===== src/rtl/ty_stream_sequencer.sv =====
// ---------------------------------------------------------------------------
// ty_stream_sequencer
//
// Purpose:
//   Drives a kernel from a memory-mapped buffer and writes its results back.
//   Each run walks a work instance of size_cfg elements, nwi_cfg times. The
//   load side reads ld_data one cycle after ld_en and presents it on an AXI
//   style stream through a 2-entry skid buffer. The store side accepts the
//   kernel result stream and turns every accepted beat into a memory write.
//
// Ports:
//   aclk, areset          clock, synchronous active-high reset
//   start                 one-cycle launch pulse (ignored unless IDLE)
//   size_cfg, nwi_cfg     elements per work instance / instance count
//   ld_en, ld_addr        memory read strobe and element index
//   ld_data               read data, valid the cycle after ld_en
//   m_tvalid/m_tdata/m_tready   stream to kernel
//   s_tvalid/s_tdata/s_tready   stream from kernel
//   st_we, st_addr, st_data     memory write port
//   wi_count              completed load work instances
//   done                  one-cycle completion pulse
//
// Build option:
//   TY_SIMSTALL_EN        when defined, a 16-bit LFSR randomly withholds
//                         load issue to mimic shell back-pressure.
// ---------------------------------------------------------------------------
module ty_stream_sequencer #(
    parameter int DATAW = 32,
    parameter int GVECT = 1,
    parameter int NIN   = 2,
    parameter int AW    = 10
) (
    input  logic                        aclk,
    input  logic                        areset,
    input  logic                        start,
    input  logic [AW:0]                 size_cfg,
    input  logic [15:0]                 nwi_cfg,
    output logic                        ld_en,
    output logic [AW-1:0]               ld_addr,
    input  logic [NIN*GVECT*DATAW-1:0]  ld_data,
    output logic                        m_tvalid,
    output logic [NIN*GVECT*DATAW-1:0]  m_tdata,
    input  logic                        m_tready,
    input  logic                        s_tvalid,
    input  logic [GVECT*DATAW-1:0]      s_tdata,
    output logic                        s_tready,
    output logic                        st_we,
    output logic [AW-1:0]               st_addr,
    output logic [GVECT*DATAW-1:0]      st_data,
    output logic [15:0]                 wi_count,
    output logic                        done
);

    localparam int MW = NIN * GVECT * DATAW;
    localparam int TW = AW + 17;
    localparam logic [AW:0]   STEP_W = (AW+1)'(GVECT);
    localparam logic [AW-1:0] STEP_A = AW'(GVECT);

    typedef enum logic [1:0] {IDLE, RUN, DRAIN, DONE} state_t;

    state_t          state_q, state_d;
    logic [AW:0]     size_q, size_d;
    logic [15:0]     nwi_q, nwi_d;
    logic [AW-1:0]   ld_idx_q, ld_idx_d;
    logic [15:0]     wi_count_q, wi_count_d;
    logic            pending_q, pending_d;
    logic [MW-1:0]   buf0_q, buf0_d;
    logic [MW-1:0]   buf1_q, buf1_d;
    logic [1:0]      count_q, count_d;
    logic [AW-1:0]   st_idx_q, st_idx_d;
    logic [TW-1:0]   st_cnt_q, st_cnt_d;
    logic [TW-1:0]   st_total_q, st_total_d;

    logic            start_ok;
    logic [AW:0]     cur_size;
    logic [15:0]     cur_nwi;
    logic [15:0]     cur_wi;
    logic [AW-1:0]   cur_idx;
    logic            ld_last_idx;
    logic            ld_last_beat;
    logic            pop;
    logic [2:0]      occ;
    logic            slot_free;
    logic            stall;
    logic            ld_req;
    logic            st_wrap;
    logic            st_last;

    assign start_ok = start && (size_cfg != '0) && (nwi_cfg != '0);

    // The first load is issued in the start cycle itself, before the
    // configuration is registered, so the load side looks at the live
    // config while IDLE and at the captured copy afterwards.
    assign cur_size = (state_q == IDLE) ? size_cfg : size_q;
    assign cur_nwi  = (state_q == IDLE) ? nwi_cfg  : nwi_q;
    assign cur_wi   = (state_q == IDLE) ? '0       : wi_count_q;
    assign cur_idx  = (state_q == IDLE) ? '0       : ld_idx_q;

    assign ld_last_idx  = ({1'b0, cur_idx} == (cur_size - STEP_W));
    assign ld_last_beat = ld_last_idx && (cur_wi == (cur_nwi - 16'd1));

    // A slot is free when buffered plus in-flight beats leave room, or when
    // the head beat leaves this cycle. This keeps full rate with m_tready
    // held high while never overrunning the two entries.
    assign pop       = (count_q != 2'd0) && m_tready;
    assign occ       = {1'b0, count_q} + {2'b00, pending_q};
    assign slot_free = (occ < 3'd2) || pop;

`ifdef TY_SIMSTALL_EN
    logic [15:0] lfsr_q, lfsr_d;

    // Free-running Fibonacci LFSR; a zero low nibble withholds one load.
    always_comb begin
        lfsr_d = {lfsr_q[14:0], lfsr_q[15] ^ lfsr_q[13] ^ lfsr_q[12] ^ lfsr_q[10]};
    end

    always_ff @(posedge aclk) begin
        if (areset) begin
            lfsr_q <= 16'hACE1;
        end else begin
            lfsr_q <= lfsr_d;
        end
    end

    assign stall = (lfsr_q[3:0] == 4'h0);
`else
    assign stall = 1'b0;
`endif

    assign st_wrap = ({1'b0, st_idx_q} == (size_q - STEP_W));
    assign st_last = st_we && (st_cnt_q == (st_total_q - TW'(1)));

    // State register and all datapath flops.
    always_ff @(posedge aclk) begin
        if (areset) begin
            state_q    <= IDLE;
            size_q     <= '0;
            nwi_q      <= '0;
            ld_idx_q   <= '0;
            wi_count_q <= '0;
            pending_q  <= 1'b0;
            buf0_q     <= '0;
            buf1_q     <= '0;
            count_q    <= '0;
            st_idx_q   <= '0;
            st_cnt_q   <= '0;
            st_total_q <= '0;
        end else begin
            state_q    <= state_d;
            size_q     <= size_d;
            nwi_q      <= nwi_d;
            ld_idx_q   <= ld_idx_d;
            wi_count_q <= wi_count_d;
            pending_q  <= pending_d;
            buf0_q     <= buf0_d;
            buf1_q     <= buf1_d;
            count_q    <= count_d;
            st_idx_q   <= st_idx_d;
            st_cnt_q   <= st_cnt_d;
            st_total_q <= st_total_d;
        end
    end

    // Next-state logic.
    always_comb begin
        state_d = state_q;
        case (state_q)
            IDLE: begin
                if (ld_en && ld_last_beat) begin
                    state_d = DRAIN;
                end else if (start_ok) begin
                    state_d = RUN;
                end
            end
            RUN: begin
                if (ld_en && ld_last_beat) begin
                    state_d = st_last ? DONE : DRAIN;
                end
            end
            DRAIN: begin
                if (st_last) begin
                    state_d = DONE;
                end
            end
            DONE:    state_d = IDLE;
            default: state_d = IDLE;
        endcase
    end

    // FSM outputs.
    always_comb begin
        ld_req   = 1'b0;
        s_tready = 1'b0;
        done     = 1'b0;
        case (state_q)
            IDLE:    ld_req = start_ok;
            RUN: begin
                ld_req   = 1'b1;
                s_tready = 1'b1;
            end
            DRAIN:   s_tready = 1'b1;
            DONE:    done = 1'b1;
            default: ;
        endcase
        ld_en = ld_req && slot_free && !stall;
    end

    // Load/store indices, counters and the skid buffer.
    always_comb begin
        size_d     = size_q;
        nwi_d      = nwi_q;
        ld_idx_d   = ld_idx_q;
        wi_count_d = wi_count_q;
        pending_d  = ld_en;
        buf0_d     = buf0_q;
        buf1_d     = buf1_q;
        count_d    = count_q;
        st_idx_d   = st_idx_q;
        st_cnt_d   = st_cnt_q;
        st_total_d = st_total_q;

        if ((state_q == IDLE) && start_ok) begin
            size_d     = size_cfg;
            nwi_d      = nwi_cfg;
            ld_idx_d   = '0;
            wi_count_d = '0;
            st_idx_d   = '0;
            st_cnt_d   = '0;
            st_total_d = (TW'(nwi_cfg) * TW'(size_cfg)) / TW'(GVECT);
        end

        if (ld_en) begin
            if (ld_last_idx) begin
                ld_idx_d   = '0;
                wi_count_d = cur_wi + 16'd1;
            end else begin
                ld_idx_d   = cur_idx + STEP_A;
            end
        end

        if (st_we) begin
            st_cnt_d = st_cnt_q + TW'(1);
            st_idx_d = st_wrap ? '0 : (st_idx_q + STEP_A);
        end

        // Returned read data always has a slot reserved for it.
        case ({pending_q, pop})
            2'b10: begin
                if (count_q == 2'd0) begin
                    buf0_d = ld_data;
                end else begin
                    buf1_d = ld_data;
                end
                count_d = count_q + 2'd1;
            end
            2'b01: begin
                buf0_d  = buf1_q;
                count_d = count_q - 2'd1;
            end
            2'b11: begin
                if (count_q == 2'd1) begin
                    buf0_d = ld_data;
                end else begin
                    buf0_d = buf1_q;
                    buf1_d = ld_data;
                end
            end
            default: ;
        endcase
    end

    assign ld_addr  = cur_idx;
    assign m_tvalid = (count_q != 2'd0);
    assign m_tdata  = buf0_q;
    assign st_we    = s_tvalid && s_tready;
    assign st_addr  = st_idx_q;
    assign st_data  = s_tdata;
    assign wi_count = wi_count_q;

endmodule

===== config.mk =====
export PLATFORM = sky130hd
export DESIGN_NAME = ty_stream_sequencer
export DESIGN_NICKNAME = d
export VERILOG_FILES = /design/src/rtl/ty_stream_sequencer.sv
export SDC_FILE = /design/constraint.sdc
export NUM_CORES = 1
export LEC_CHECK = 0
export ABC_CLOCK_PERIOD_IN_PS = 9050
export CORE_MARGIN = 2
export CORE_UTILIZATION = 55
export DETAILED_ROUTE_END_ITERATION = 8
export GPL_ROUTABILITY_DRIVEN = 0
export PLACE_DENSITY = 0.8
export SETUP_SLACK_MARGIN = 0.05
export SYNTH_ARGS = -nofsm -noshare
export SYNTH_HDL_FRONTEND = slang
export SYNTH_SLANG_ARGS = --single-unit
export TNS_END_PERCENT = 50

===== constraint.sdc =====
create_clock -name aclk -period 9.05 [get_ports aclk]
set_clock_uncertainty 0.05 [all_clocks]
set_input_delay 1.81 -clock aclk [delete_from_list [all_inputs] [get_ports aclk]]
set_output_delay 1.81 -clock aclk [all_outputs]
set_load 0.02 [all_outputs]

==> results.md <==
- Syn Std Cell Area: 0.0189 mm^2
- Clock power share: 0.167
- CP most frequent cell: fa_1
- FP Rows: 67
- Gate Count Post-Synth: 2360
- DRT iter0 DRCs: 1361
- Overall routing resource usage: 0.283
- Slowest stage cell on the critical path: clkdlybuf4s50_1
- Syn_area_per_cell: 7.99 um^2
- Deepest clock path buffer count: 3
- Ys async rst share: 0
- Seq pwr share: 0.232
- Post-cts sizing count: 0
- Logic gate share of total power: 0.601
- Max Fclk: 0.132 GHz
- Maxcap violations: 0
- Chip width: 189 um
- Vias in the first global route: 16700
- DRT Pass-1 Iters: 6
- Critical Path Start Type: input pin
- Post-route ant nets: 0
- Core area: 0.0336 mm^2
- Final Hold Fails: 0
- First-pass GRT wire length: 83.7 mm
- Crit share post-route: 0.838
- CP Data Arrival Time: 8.01 ns
- Sw Ratio: 0.455
- Clock sink count: 250
- CP required: 9.47 ns
- Max-slew violations: 0
- Worst path cell trace: clkdlybuf4s50_1 > nand2_1 > fa_1 > fa_1 > fa_1 > inv_1 > fa_1 > inv_1 > fa_1 > inv_1 > ha_1 > or2_2 > a21oi_1 > a31oi_1 > a41oi_1 > o211ai_1 > a31oi_1 > xnor2_1 > nand2_1 > a21oi_1
- Root Buffer: clkbuf_16
- RSZ-0062 raised after global routing: no
- Die span in y: 189 um
- R2R Setup Slk: 3.97 ns
- Syn_nets: 2695
- NetSw: 3.14 mW
- Flops & latches, synth: 250
- Status: finished clean
- DPL Wire Length: 36.8 mm
- CTS tree: built
- Commonest non-fill, non-tap cell in the layout: nand2_1
- Post-CTS Setup Inserts: 0
- Worst slew pin tran: 0.973 ns
- Worst-skew pair later-pin latency: 0.57 ns
- Share of cells above drive strength 1: 0.0466
- Area grow syn2layout: 15.3%
- Vias per cell: 5.93
- Synth Flop Type: dfxtp_1
- Grt total ovfl: 0
- # nets final: 2762
- I/O Pins: 265
- Leakage: 8.78 nW
- Most frequent cells in the layout: nand2_1 (370), dfxtp_1 (250), clkdlybuf4s50_1 (199)
- Post-synthesis sequential area ratio: 0.265
- TritonCTS buffer count: 28
- Min-Delay Path Class: flip-flop to flip-flop
- Crit path kind: input pin to flip-flop
- Final min period: 7.59 ns
- Die footprint: 0.0358 mm^2
- Worst-path maximum fanout: 20
- Initial antenna violation count: 1
- CTS clk-pin slew, worst paths: 0.06 ns
- Yosys cell types: 91
- Hold WS: 0.405 ns
- Setup TNS: 0 ns
- Nature of the critical path endpoint: flip-flop
- Drt total wl: 51.6 mm
- Max-slew headroom: 0.351
- Port Buf Inserts: 200
- Htree depth: 1
- Post-synth EDFFs: 0
- Initial core utilization: 0.561
- Remaining DRCs: 0
- Maximum VDD drop: 0.210 mV
- Largest net degree at the start of global routing: 92
- Finish-stage setup viols: 0
- Routed length per instance: 17.8 um
- Int Pwr: 3.76 mW
- Yosys warns: 0
- Power density cells: 317 mW/mm^2
- Via count: 17200
- CP peak stage delay: 1.02 ns
- Post-CTS Hold Fix Bufs: 0
critical path: cells and delay by family:
family | cells | cell delay (ns)
AND/OR/NAND/NOR | 3 | 0.56
adder cells (fa/ha/maj) | 6 | 2.89
XOR/XNOR | 1 | 0.14
buffers and inverters | 4 | 1.18
AO/OA/AOI/OAI | 6 | 1.42
Yosys cell counts, types with 8 or more instances:
| library cell | instances | area (um^2) |
|---|---|---|
| xor2_1 | 44 | 385 |
| and3_1 | 26 | 163 |
| nor4_1 | 12 | 75.1 |
| and2_1 | 100 | 626 |
| nor2b_1 | 15 | 93.8 |
| a21oi_1 | 182 | 911 |
| nand3b_1 | 8 | 60.1 |
| ha_1 | 82 | 1030 |
| xnor2_1 | 77 | 674 |
| clkbuf_1 | 132 | 495 |
| a21o_1 | 14 | 105 |
| nor3b_1 | 12 | 90.1 |
| inv_1 | 187 | 702 |
| a311oi_1 | 8 | 70.1 |
| a221oi_1 | 65 | 569 |
| or4_1 | 9 | 67.6 |
| or2_2 | 8 | 50.1 |
| o21ai_0 | 38 | 190 |
| mux2i_1 | 21 | 210 |
| nor3_1 | 101 | 505 |
| nand2b_1 | 9 | 56.3 |
| or3_1 | 14 | 87.6 |
| buf_4 | 32 | 240 |
| o21ai_1 | 11 | 55.1 |
| buf_1 | 9 | 33.8 |
| nand4_1 | 13 | 81.3 |
| fa_1 | 125 | 2500 |
| nand3_1 | 53 | 265 |
| a31oi_1 | 20 | 125 |
| dfxtp_1 | 250 | 5000 |
| o211ai_1 | 9 | 67.6 |
| o21a_1 | 16 | 120 |
| buf_2 | 14 | 70.1 |
| nor2_1 | 158 | 593 |
| a211oi_1 | 11 | 82.6 |
| nand2_1 | 371 | 1390 |
sequential cells by signal, summed over array words and instances (netlist names):
signal / cells
buf1_q: 64
m_tdata: 64
st_cnt_q: 27
st_total_q: 27
nwi_q: 16
wi_count: 16
size_q: 11
ld_idx_q: 10
st_addr: 10
count_q: 2
state_q: 2
pending_q: 1
final timing paths:
kind / startpoint / to / cells after the start
setup reg to reg: state_q[0]$_SDFFE_PP0P_ / wi_count[7]$_SDFF_PP0_ / 13
hold reg to reg: buf1_q[18]$_SDFFE_PP0P_ / buf1_q[18]$_SDFFE_PP0P_ / 2
setup / recovery: size_cfg[3] / st_total_q[23]$_SDFFE_PP0P_ / 20
hold / removal: buf1_q[18]$_SDFFE_PP0P_ / buf1_q[18]$_SDFFE_PP0P_ / 2
cell families (layout without fill, tap and decap cells):
| family | count (synthesis) | in the layout | share of synthesized area |
|---|---|---|---|
| flip-flops | 250 | 250 | 0.265 |
| buffers and inverters | 377 | 462 | 0.0831 |
| other | 0 | 1 | 0 |
| multiplexers | 26 | 26 | 0.0141 |
| AND/OR/NAND/NOR | 942 | 942 | 0.241 |
| adder cells (fa/ha/maj) | 207 | 207 | 0.187 |
| AO/OA/AOI/OAI | 437 | 437 | 0.153 |
| XOR/XNOR | 121 | 121 | 0.0562 |
power groups by stage:
stage               registers, mW  logic (mW)  clock network (mW)
floorplan                    1.72        2.89                   0
global placement             1.61        3.95                   0
detailed placement           1.62        4.08                   0
CTS                          1.60        4.11                1.17
global route                 1.64        4.58                1.21
finish                       1.60        4.14                1.15
layer usage:
metal  track usage  wire length, um
met5             0                0
met4         0.126             2270
met3        0.0480             4300
met2         0.468            24000
met1         0.363            21000
layout make-up:
| cell class | instances | area [um^2] |
|---|---|---|
| multi-input combinational | 1733 | 12400 |
| fill | 2799 | 11900 |
| sequential | 250 | 5000 |
| timing repair buffer | 226 | 2200 |
| clock buffer | 36 | 761 |
| inverter | 188 | 706 |
| tap | 448 | 561 |
| clock inverter | 12 | 170 |
| antenna | 1 | 2.50 |
per-stage QoR:
| stage | cells | util | power (mW) | worst slack, ns | cell area, um^2 |
|---|---|---|---|---|---|
| after floorplan | 2360 | - | 4.61 | 1.97 | 18900 |
| after global placement | 2845 | 0.619 | 5.56 | 1.19 | 20800 |
| after detailed placement | 2845 | 0.619 | 5.70 | 1.00 | 20800 |
| after CTS | 2893 | 0.647 | 6.88 | 1.56 | 21800 |
| after global routing | 2894 | 0.647 | 7.43 | 1.16 | 21800 |
| final | 2894 | 0.647 | 6.90 | 1.46 | 21800 |
(Power assumes the default switching activity.)
